--- src/rtl/zbt_port_arbiter.sv ---
// zbt_port_arbiter
//   Shares the single ZBT SRAM port between the NTSC packer's write stream
//   (buffered in a small FIFO) and the display read engine. Reads win by
//   default; a starvation counter forces a write after WR_MAX_WAIT cycles
//   of a non-empty FIFO going unserviced. The ZBT has a fixed 2-cycle
//   latency: the command goes out one cycle after the slot decision, and
//   write data / read capture happen two cycles after that.
//
// Ports
//   clk, reset_n              : system clock, async active-low reset
//   ntsc_we/addr/data         : one-cycle write pushes from the packer
//   disp_req/addr             : display read request (level) and address
//   disp_ready                : read accepted when disp_req & disp_ready
//   disp_data/disp_valid      : read data, valid for one cycle per read
//   ram_addr/ram_we_b         : ZBT command (address, active-low write)
//   ram_wdata/ram_oe          : ZBT write data and its tri-state enable
//   ram_rdata                 : ZBT read data
//   fifo_level                : write FIFO occupancy
//   overflow                  : sticky, set when a push is dropped
module zbt_port_arbiter #(
    parameter int FIFO_DEPTH  = 8,
    parameter int WR_MAX_WAIT = 4
) (
    input  logic                        clk,
    input  logic                        reset_n,
    input  logic                        ntsc_we,
    input  logic [19:0]                 ntsc_addr,
    input  logic [35:0]                 ntsc_data,
    input  logic                        disp_req,
    input  logic [19:0]                 disp_addr,
    output logic                        disp_ready,
    output logic [35:0]                 disp_data,
    output logic                        disp_valid,
    output logic [18:0]                 ram_addr,
    output logic                        ram_we_b,
    output logic [35:0]                 ram_wdata,
    output logic                        ram_oe,
    input  logic [35:0]                 ram_rdata,
    output logic [$clog2(FIFO_DEPTH):0] fifo_level,
    output logic                        overflow
);
    localparam int DATA_W = 36;
    localparam int ADDR_W = 19;
    localparam int ENT_W  = ADDR_W + DATA_W;
    localparam int AW     = $clog2(FIFO_DEPTH);
    localparam int CNT_W  = $clog2(WR_MAX_WAIT + 1);

    localparam logic [AW:0]      FULL_LVL = (AW + 1)'(FIFO_DEPTH);
    localparam logic [CNT_W-1:0] MAX_CNT  = CNT_W'(WR_MAX_WAIT);

    logic [ENT_W-1:0]  fifo_mem [FIFO_DEPTH];
    logic [AW-1:0]     wr_ptr;
    logic [AW-1:0]     rd_ptr;
    logic [CNT_W-1:0]  starv_cnt;
    logic [ENT_W-1:0]  head;

    logic fifo_ne;
    logic fifo_full;
    logic force_wr;
    logic wr_go;
    logic rd_go;
    logic push;
    logic pop;
    logic drop;

    logic [DATA_W-1:0] wr_data_p0;
    logic [DATA_W-1:0] wr_data_p1;
    logic              wr_vld_p0;
    logic              wr_vld_p1;
    logic              rd_vld_p0;
    logic              rd_vld_p1;
    logic              rd_vld_p2;

    // Bit 19 of both address buses is outside the 19-bit ZBT space.
    logic unused_bits;
    assign unused_bits = ntsc_addr[19] ^ disp_addr[19];

    assign fifo_ne    = (fifo_level != '0);
    assign fifo_full  = (fifo_level == FULL_LVL);
    assign force_wr   = (starv_cnt == MAX_CNT);
    assign head       = fifo_mem[rd_ptr];
    // Depends only on registered state so the display engine never sees a
    // combinational loop through disp_req.
    assign disp_ready = !force_wr;

    // Slot decision
    always_comb begin
        wr_go = 1'b0;
        rd_go = 1'b0;
        if (force_wr && fifo_ne) begin
            wr_go = 1'b1;
        end else if (disp_req && !force_wr) begin
            rd_go = 1'b1;
        end else if (fifo_ne) begin
            wr_go = 1'b1;
        end
    end

    // A full FIFO still accepts a push when the same cycle pops an entry.
    assign pop  = wr_go;
    assign push = ntsc_we && (!fifo_full || pop);
    assign drop = ntsc_we && fifo_full && !pop;

    always_ff @(posedge clk) begin
        if (push) begin
            fifo_mem[wr_ptr] <= {ntsc_addr[ADDR_W-1:0], ntsc_data};
        end
    end

    always_ff @(posedge clk or negedge reset_n) begin
        if (!reset_n) begin
            wr_ptr     <= '0;
            rd_ptr     <= '0;
            fifo_level <= '0;
            overflow   <= 1'b0;
            starv_cnt  <= '0;
        end else begin
            if (push) wr_ptr <= wr_ptr + 1'b1;
            if (pop)  rd_ptr <= rd_ptr + 1'b1;
            case ({push, pop})
                2'b10:   fifo_level <= fifo_level + 1'b1;
                2'b01:   fifo_level <= fifo_level - 1'b1;
                default: ;
            endcase
            if (drop) overflow <= 1'b1;
            if (pop || !fifo_ne) begin
                starv_cnt <= '0;
            end else if (!force_wr) begin
                starv_cnt <= starv_cnt + 1'b1;
            end
        end
    end

    // Data-only pipeline stages; their valids below gate every use.
    always_ff @(posedge clk) begin
        if (wr_go)     wr_data_p0 <= head[DATA_W-1:0];
        if (wr_vld_p0) wr_data_p1 <= wr_data_p0;
    end

    always_ff @(posedge clk or negedge reset_n) begin
        if (!reset_n) begin
            ram_addr   <= '0;
            ram_we_b   <= 1'b1;
            wr_vld_p0  <= 1'b0;
            rd_vld_p0  <= 1'b0;
            wr_vld_p1  <= 1'b0;
            rd_vld_p1  <= 1'b0;
            ram_wdata  <= '0;
            ram_oe     <= 1'b0;
            rd_vld_p2  <= 1'b0;
            disp_data  <= '0;
            disp_valid <= 1'b0;
        end else begin
            // p0: command on the ZBT pins (decision + 1); idle holds address
            if (wr_go) begin
                ram_addr <= head[ENT_W-1:DATA_W];
            end else if (rd_go) begin
                ram_addr <= disp_addr[ADDR_W-1:0];
            end
            ram_we_b  <= !wr_go;
            wr_vld_p0 <= wr_go;
            rd_vld_p0 <= rd_go;

            // p1: ZBT latency slot (decision + 2)
            wr_vld_p1 <= wr_vld_p0;
            rd_vld_p1 <= rd_vld_p0;

            // p2: write data driven / read data on the bus (decision + 3)
            if (wr_vld_p1) ram_wdata <= wr_data_p1;
            ram_oe    <= wr_vld_p1;
            rd_vld_p2 <= rd_vld_p1;

            // p3: captured read data to the display (decision + 4)
            if (rd_vld_p2) disp_data <= ram_rdata;
            disp_valid <= rd_vld_p2;
        end
    end

endmodule

--- config.mk ---
export PLATFORM = sky130hd
export DESIGN_NAME = zbt_port_arbiter
export DESIGN_NICKNAME = d
export VERILOG_FILES = /design/src/rtl/zbt_port_arbiter.sv
export SDC_FILE = /design/constraint.sdc
export NUM_CORES = 1
export LEC_CHECK = 0
export ABC_CLOCK_PERIOD_IN_PS = 15200
export BUFFER_PORTS_ARGS = -buffer_cell sky130_fd_sc_hd__buf_2
export CORE_UTILIZATION = 44
export CTS_CLUSTER_DIAMETER = 100
export DETAILED_ROUTE_END_ITERATION = 7
export RECOVER_POWER = 50
export SETUP_SLACK_MARGIN = 0.5
export SLEW_MARGIN = 20
export SYNTH_ARGS = -nofsm -noshare
export SYNTH_HDL_FRONTEND = slang
export SYNTH_SLANG_ARGS = --single-unit
--- constraint.sdc ---
create_clock -name clk -period 15.2 [get_ports clk]
set_clock_uncertainty 0.15 [all_clocks]
set_input_delay 2.28 -clock clk [delete_from_list [all_inputs] [get_ports clk]]
set_output_delay 2.28 -clock clk [all_outputs]
set_load 0.02 [all_outputs]
# ---- After elaboration in Yosys (flattened, before gate mapping)
# Memories as Yosys holds them, arrays and structs flattened.
# Cells that the tools add are included.
# W data, S select, Z words.
dict set report classes {
  addsub 5
  n_eq_ne 5
  mux 12
  n_reduce_logical 14
}
# op count
set ops {}
lappend ops {{$mux W19} 2}
lappend ops {{$add A3 B1 Y3 const B} 3}
lappend ops {{$pmux W4 S2} 1}
lappend ops {{$mux W1} 7}
lappend ops {{$mux W3} 2}
lappend ops {{$logic_and A1 B1 Y1} 5}
lappend ops {{$add A4 B1 Y4 const B} 1}
lappend ops {{$eq A4 B4 Y1 const B} 1}
lappend ops {{$logic_not A1 Y1} 4}
lappend ops {{$reduce_bool A2 Y1} 2}
lappend ops {{$reduce_bool A4 Y1} 1}
lappend ops {{$sub A4 B1 Y4 const B} 1}
lappend ops {{$eq A3 B3 Y1 const B} 1}
lappend ops {{$eq A2 B1 Y1 const B} 1}
lappend ops {{$eq A2 B2 Y1 const B} 1}
lappend ops {{$logic_or A1 B1 Y1} 2}
lappend ops {{$ne A2 B1 Y1 const B} 1}
dict set report word_totals {
  register_bits 185
  ramBits 440
  in_bits 116
  output_inout_bits 100
  wordCells 55
  mem_count 1
}
# name words width rd rd_ports_with_merged_regs wr line_no
set memory_table {}
lappend memory_table {fifo_mem 8 55 1 0 1 51} ;# logic [ENT_W-1:0] fifo_mem [FIFO_DEPTH];

# ---- Depth between registers and ports, before layout
dict set report logic_depth {
  depth_word 9
  depth_mapped 13
  ltp_nobuf 12
}

# ---- Least setup slack after synthesis
# Ideal clock, no wire load.
dict set report synth_timing {
  kind {input-to-reg}
  from {input port disp_req}
  to {memory fifo_mem[1][0] in the netlist's numbering (enable)}
  setup_time_ps 535
  arrival_ps 6731
  setup_slack_ps 7783
  path_stages 7
  cell_sequence {a21bo_1 buf_6 inv_2 buf_6 nand3_1 nand3_1 nor3_1}
}
dict set report synth_via {
  elab_chain_len 7
}
# element line_no
set synth_rtl {}
lappend synth_rtl {{start, declared} 29} ;# input logic disp_req,
lappend synth_rtl {{$logic_and A1 B1 Y1} 92} ;# end else if (disp_req && !force_wr) begin
lappend synth_rtl {{$mux W1} 92}
lappend synth_rtl {{$mux W1} 90} ;# if (force_wr && fifo_ne) begin
lappend synth_rtl {{$logic_or A1 B1 Y1} 101} ;# assign push = ntsc_we && (!fifo_full || pop);
lappend synth_rtl {{$logic_and A1 B1 Y1} 101}
lappend synth_rtl {{$mux W1} 105} ;# if (push) begin
lappend synth_rtl {{$mux W1 (implied by the code)} 106} ;# fifo_mem[wr_ptr] <= {ntsc_addr[ADDR_W-1:0], ntsc_data};
lappend synth_rtl {{end, declared} 51}
# No other way between the ends.

==> impl_results.rst <==
.. list-table::
   :header-rows: 1

   * - Metric
     - Value
   * - Result of the run
     - complete, but fails checks
   * - Violated checks
     - max-capacitance violations, max-slew violations
   * - Normalized max-slew margin
     - -1.761
   * - Post-synthesis share of cell area spent on and, or, nand and nor gates
     - 0.01490
   * - Multiplexer share of the synthesized area
     - 0.1689
   * - Met1 track demand over resource in global routing
     - 0.2328
   * - Flop-to-flop setup slack
     - 8.37 ns
   * - Max Buffers Root-to-Sink
     - 3
   * - Fraction of final layout cells with drive strength greater than 1
     - 0.3732
   * - Category of the most critical setup path
     - primary input to async pin
   * - Post-synth EDFFs
     - 512
   * - Buffer and inverter count on the worst path
     - 2
   * - Cells along the critical path
     - clkbuf_1, clkbuf_1
   * - Number of top-level pins
     - 216
   * - CTS tree
     - done
   * - Library cell used as clock root buffer
     - clkbuf_16
   * - DRC Markers
     - 0
   * - Resized cells post-CTS
     - 0
   * - Total negative slack
     - 0 ns
   * - Area growth from synthesis to layout
     - 17.01%
   * - Arrival @ worst endpoint
     - 7.27 ns
   * - Critical Path Fanout Max
     - 70
   * - Global routing usage on met3
     - 0.03826
   * - Area fraction in compound gates after synthesis
     - 0.01268
   * - Netlist cell types
     - 43
   * - Vert. Die Dim
     - 231.5 um
   * - Cell area power density
     - 194.5 nW/um^2
   * - Detail Route Antenna Nets
     - 0
   * - Wire length after detailed routing
     - 45,800 um
   * - Slowest cell on the critical path
     - clkbuf_1
   * - Instance count after placement with tap cells included
     - 1,904
   * - Placed wire-length estimate
     - 24,860 um
   * - Clock network latency to the later pin of the worst-skew pair
     - 0.59 ns
   * - Post-synthesis sequential element count
     - 625
   * - Highest achievable clock rate
     - 136.8 MHz
   * - Total routing usage reported by global routing
     - 0.1754
   * - Post-CTS clock slew at the launch and capture registers of the worst setup and hold paths
     - 0.06 ns
   * - Via density per instance
     - 5.315
   * - Buffer count from post-CTS setup fixing
     - 0
   * - XOR/XNOR Fraction of Synth Area
     - 0.002645
   * - Gate count after technology mapping
     - 1,045
   * - Initial cell density of the core
     - 0.4482
   * - Post-route insts no fill
     - 2,026
   * - Net count after synthesis
     - 1,166
   * - Endpoint type of the worst setup path
     - async pin
   * - Endpoint of the worst hold path
     - rd_vld_p2$_DFF_PN0_
   * - Family of cells with the greatest summed delay on the critical path
     - buffers and inverters
   * - Most used flip-flop cell after synthesis
     - edfxtp_1
   * - Number of global-route vias before repair
     - 11,212
   * - Path depth of the worst reg2reg path
     - 4
   * - Adder-cell share of the synthesized area
     - 0.002699
   * - DIE AREA
     - 53,610 um^2
   * - Worst hold path class
     - flop to flop
   * - Antenna violations before repair
     - 5
   * - Count of hold buffers inserted by post-cts repair
     - 0
   * - RePlAce Congestion
     - 0.7048
   * - Portion of the clock cycle consumed by the worst path in the final layout
     - 0.4808
   * - Number of max-slew violations in the final report
     - 307
   * - Fraction of registers with async set or reset after synthesis
     - 0.1808
   * - Mean Syn Cell Area
     - 22.18 um^2
   * - Highest-count cells in the layout ignoring fill and taps
     - 512 x edfxtp_1, 157 x buf_2, 110 x mux4_2, 110 x dfrtp_1, 109 x mux2_2
   * - Start point of the critical path
     - reset_n
   * - IR drop worst, VDD
     - 0.1127 mV
   * - Die width
     - 231.5 um
   * - Num Clock Sinks
     - 625
   * - Number of warnings printed during yosys synthesis
     - 0
   * - Critical R2R Capture
     - wr_data_p0[19]$_DFFE_PN_
   * - Core ar.
     - 51,720 um^2
   * - Leading post-synthesis cells by cell area
     - edfxtp_1 66%, dfrtp_1 12%, mux4_2 11%
   * - Port Buffer Count
     - 213
   * - CTS H-tree depth
     - 3
   * - GRT Residual Overflow
     - 0
   * - Number of nets at the end of the flow
     - 1,414
   * - Cell row count
     - 83
   * - Met2 Usage GRT
     - 0.2885
   * - Most common library cell in the layout ignoring fill and taps
     - edfxtp_1
   * - Combinational family with the most area after synthesis
     - multiplexers
   * - Largest net degree at the start of global routing
     - 71
   * - Largest stage delay on the critical path
     - 2.83 ns
   * - Worst Tran Pin Value
     - 4.142 ns
   * - CP startpoint kind
     - primary input
   * - Hold path cells
     - 0
   * - WP data required
     - 15.16 ns
   * - Clock buffer count from CTS
     - 67
   * - Number of iterations in the first detailed-routing pass
     - 4
   * - Hold path startpoint
     - rd_vld_p1$_DFF_PN0_
   * - Total count of hold-check failures in the final report
     - 0
   * - Wire length of the first global-routing pass
     - 69,230 um
   * - Share of the yosys chip area belonging to registers
     - 0.7853
   * - Leakage power
     - 0.009441 uW
   * - Shortest period the worst path allows
     - 7.309 ns
   * - Most crowded layer after global routing
     - met2
   * - Portion of synthesized cell area occupied by the leading cell type
     - 0.6632
   * - Unrepaired setup endpoints after global routing
     - no
   * - Vias
     - 10,769
   * - Max cap viols
     - 7
   * - Most area-hungry cell type in the Yosys netlist
     - edfxtp_1
   * - Post-synth design cell area
     - 23,180 um^2
   * - Startpoint of the lowest-slack register-to-register path
     - rd_ptr[0]$_DFFE_PN0N_
   * - Total of endpoints with negative setup slack in the final report
     - 0
   * - Initial detailed-routing violation count
     - 847
   * - Final routed wire length divided by cell count
     - 22.60 um
   * - Most frequent CP cell
     - clkbuf_1
cells in the mapped netlist, types with 4 or more instances:
cell	n
edfxtp_1	512
a21oi_1	21
mux2i_1	21
o21ai_0	20
nor2_1	9
nor3_1	5
mux2_2	109
dfrtp_1	112
buf_2	19
mux4_2	110
ha_1	5
nand2_1	10
clkbuf_1	13
xnor2_1	4
buf_6	4
nand3_1	4
and3_1	20
buf_1	9
buf_4	7
worst max path at each step:
| stage | end | slack [ns] | cells past startpoint |
|---|---|---|---|
| final | disp_data[32]$_DFFE_PN0P_ | 7.89 | 2 |
| after global routing | disp_data[32]$_DFFE_PN0P_ | 6.63 | 2 |
| after CTS | fifo_level[2]$_DFFE_PN0P_ | 9.49 | 12 |
| after detailed placement | fifo_level[2]$_DFFE_PN0P_ | 8.86 | 12 |
| after global placement | fifo_level[2]$_DFFE_PN0P_ | 8.92 | 12 |
| after floorplan | fifo_mem[1][0]$_DFFE_PP_ | 7.78 | 7 |
stage by stage:
| step | util | worst slack (ns) | instance area (um^2) | hold WS (ns) | power [uW] |
|---|---|---|---|---|---|
| finish | 0.5245 | 7.891 | 27120 | 0.1979 | 5275 |
| global route | 0.5245 | 6.634 | 27120 | 0.2098 | 5529 |
| CTS | 0.5262 | 9.489 | 27210 | 0.1977 | 5348 |
| detailed placement | 0.4846 | 8.860 | 25060 | 0.1847 | 3746 |
| global placement | 0.4840 | 8.916 | 25030 | 0.1814 | 3716 |
| floorplan | - | 7.783 | 23180 | 0.1812 | 3334 |
metal layers:
layer | part of all wire | up-vias
met5 | 0.0012 | -
met1 | 0.44 | 5703
met4 | 0.018 | 8
li1 | - | 4758
met3 | 0.048 | 64
met2 | 0.50 | 236
state kept, by name, summed over array words and instances (netlist names), 3 cells and up:
signal      count
wr_ptr          3
fifo_level      4
rd_ptr          3
disp_data      36
ram_addr       19
wr_data_p0     36
ram_wdata      36
starv_cnt       3
fifo_mem      440
wr_data_p1     36
cell families (layout without fill, tap and decap cells):
family / Yosys count / after routing
compound gates: 50 / 50
xor+xnor: 7 / 7
fa+ha+maj: 5 / 5
buf+inv: 58 / 358
flops: 625 / 625
mux: 240 / 240
other cells: 0 / 1
simple gates: 60 / 60
power breakdown:
group / internal, uW / leakage (uW) / switching [uW] / total [uW]
sequential: 2260 / 0.00603 / 211 / 2470
combinational: 591 / 0.00236 / 628 / 1220
clock: 960 / 0.00105 / 627 / 1590
area by class of cell:
class | count | area (um^2)
Fill cell | 4133 | 24590
Sequential cell | 625 | 18210
Multi-Input combinational cell | 362 | 4738
Clock buffer | 105 | 1976
Timing Repair Buffer | 232 | 1147
Tap cell | 680 | 850.8
Clock inverter | 16 | 178.9
Inverter | 5 | 18.77
Antenna cell | 1 | 2.502
(Power assumes the default switching activity.)
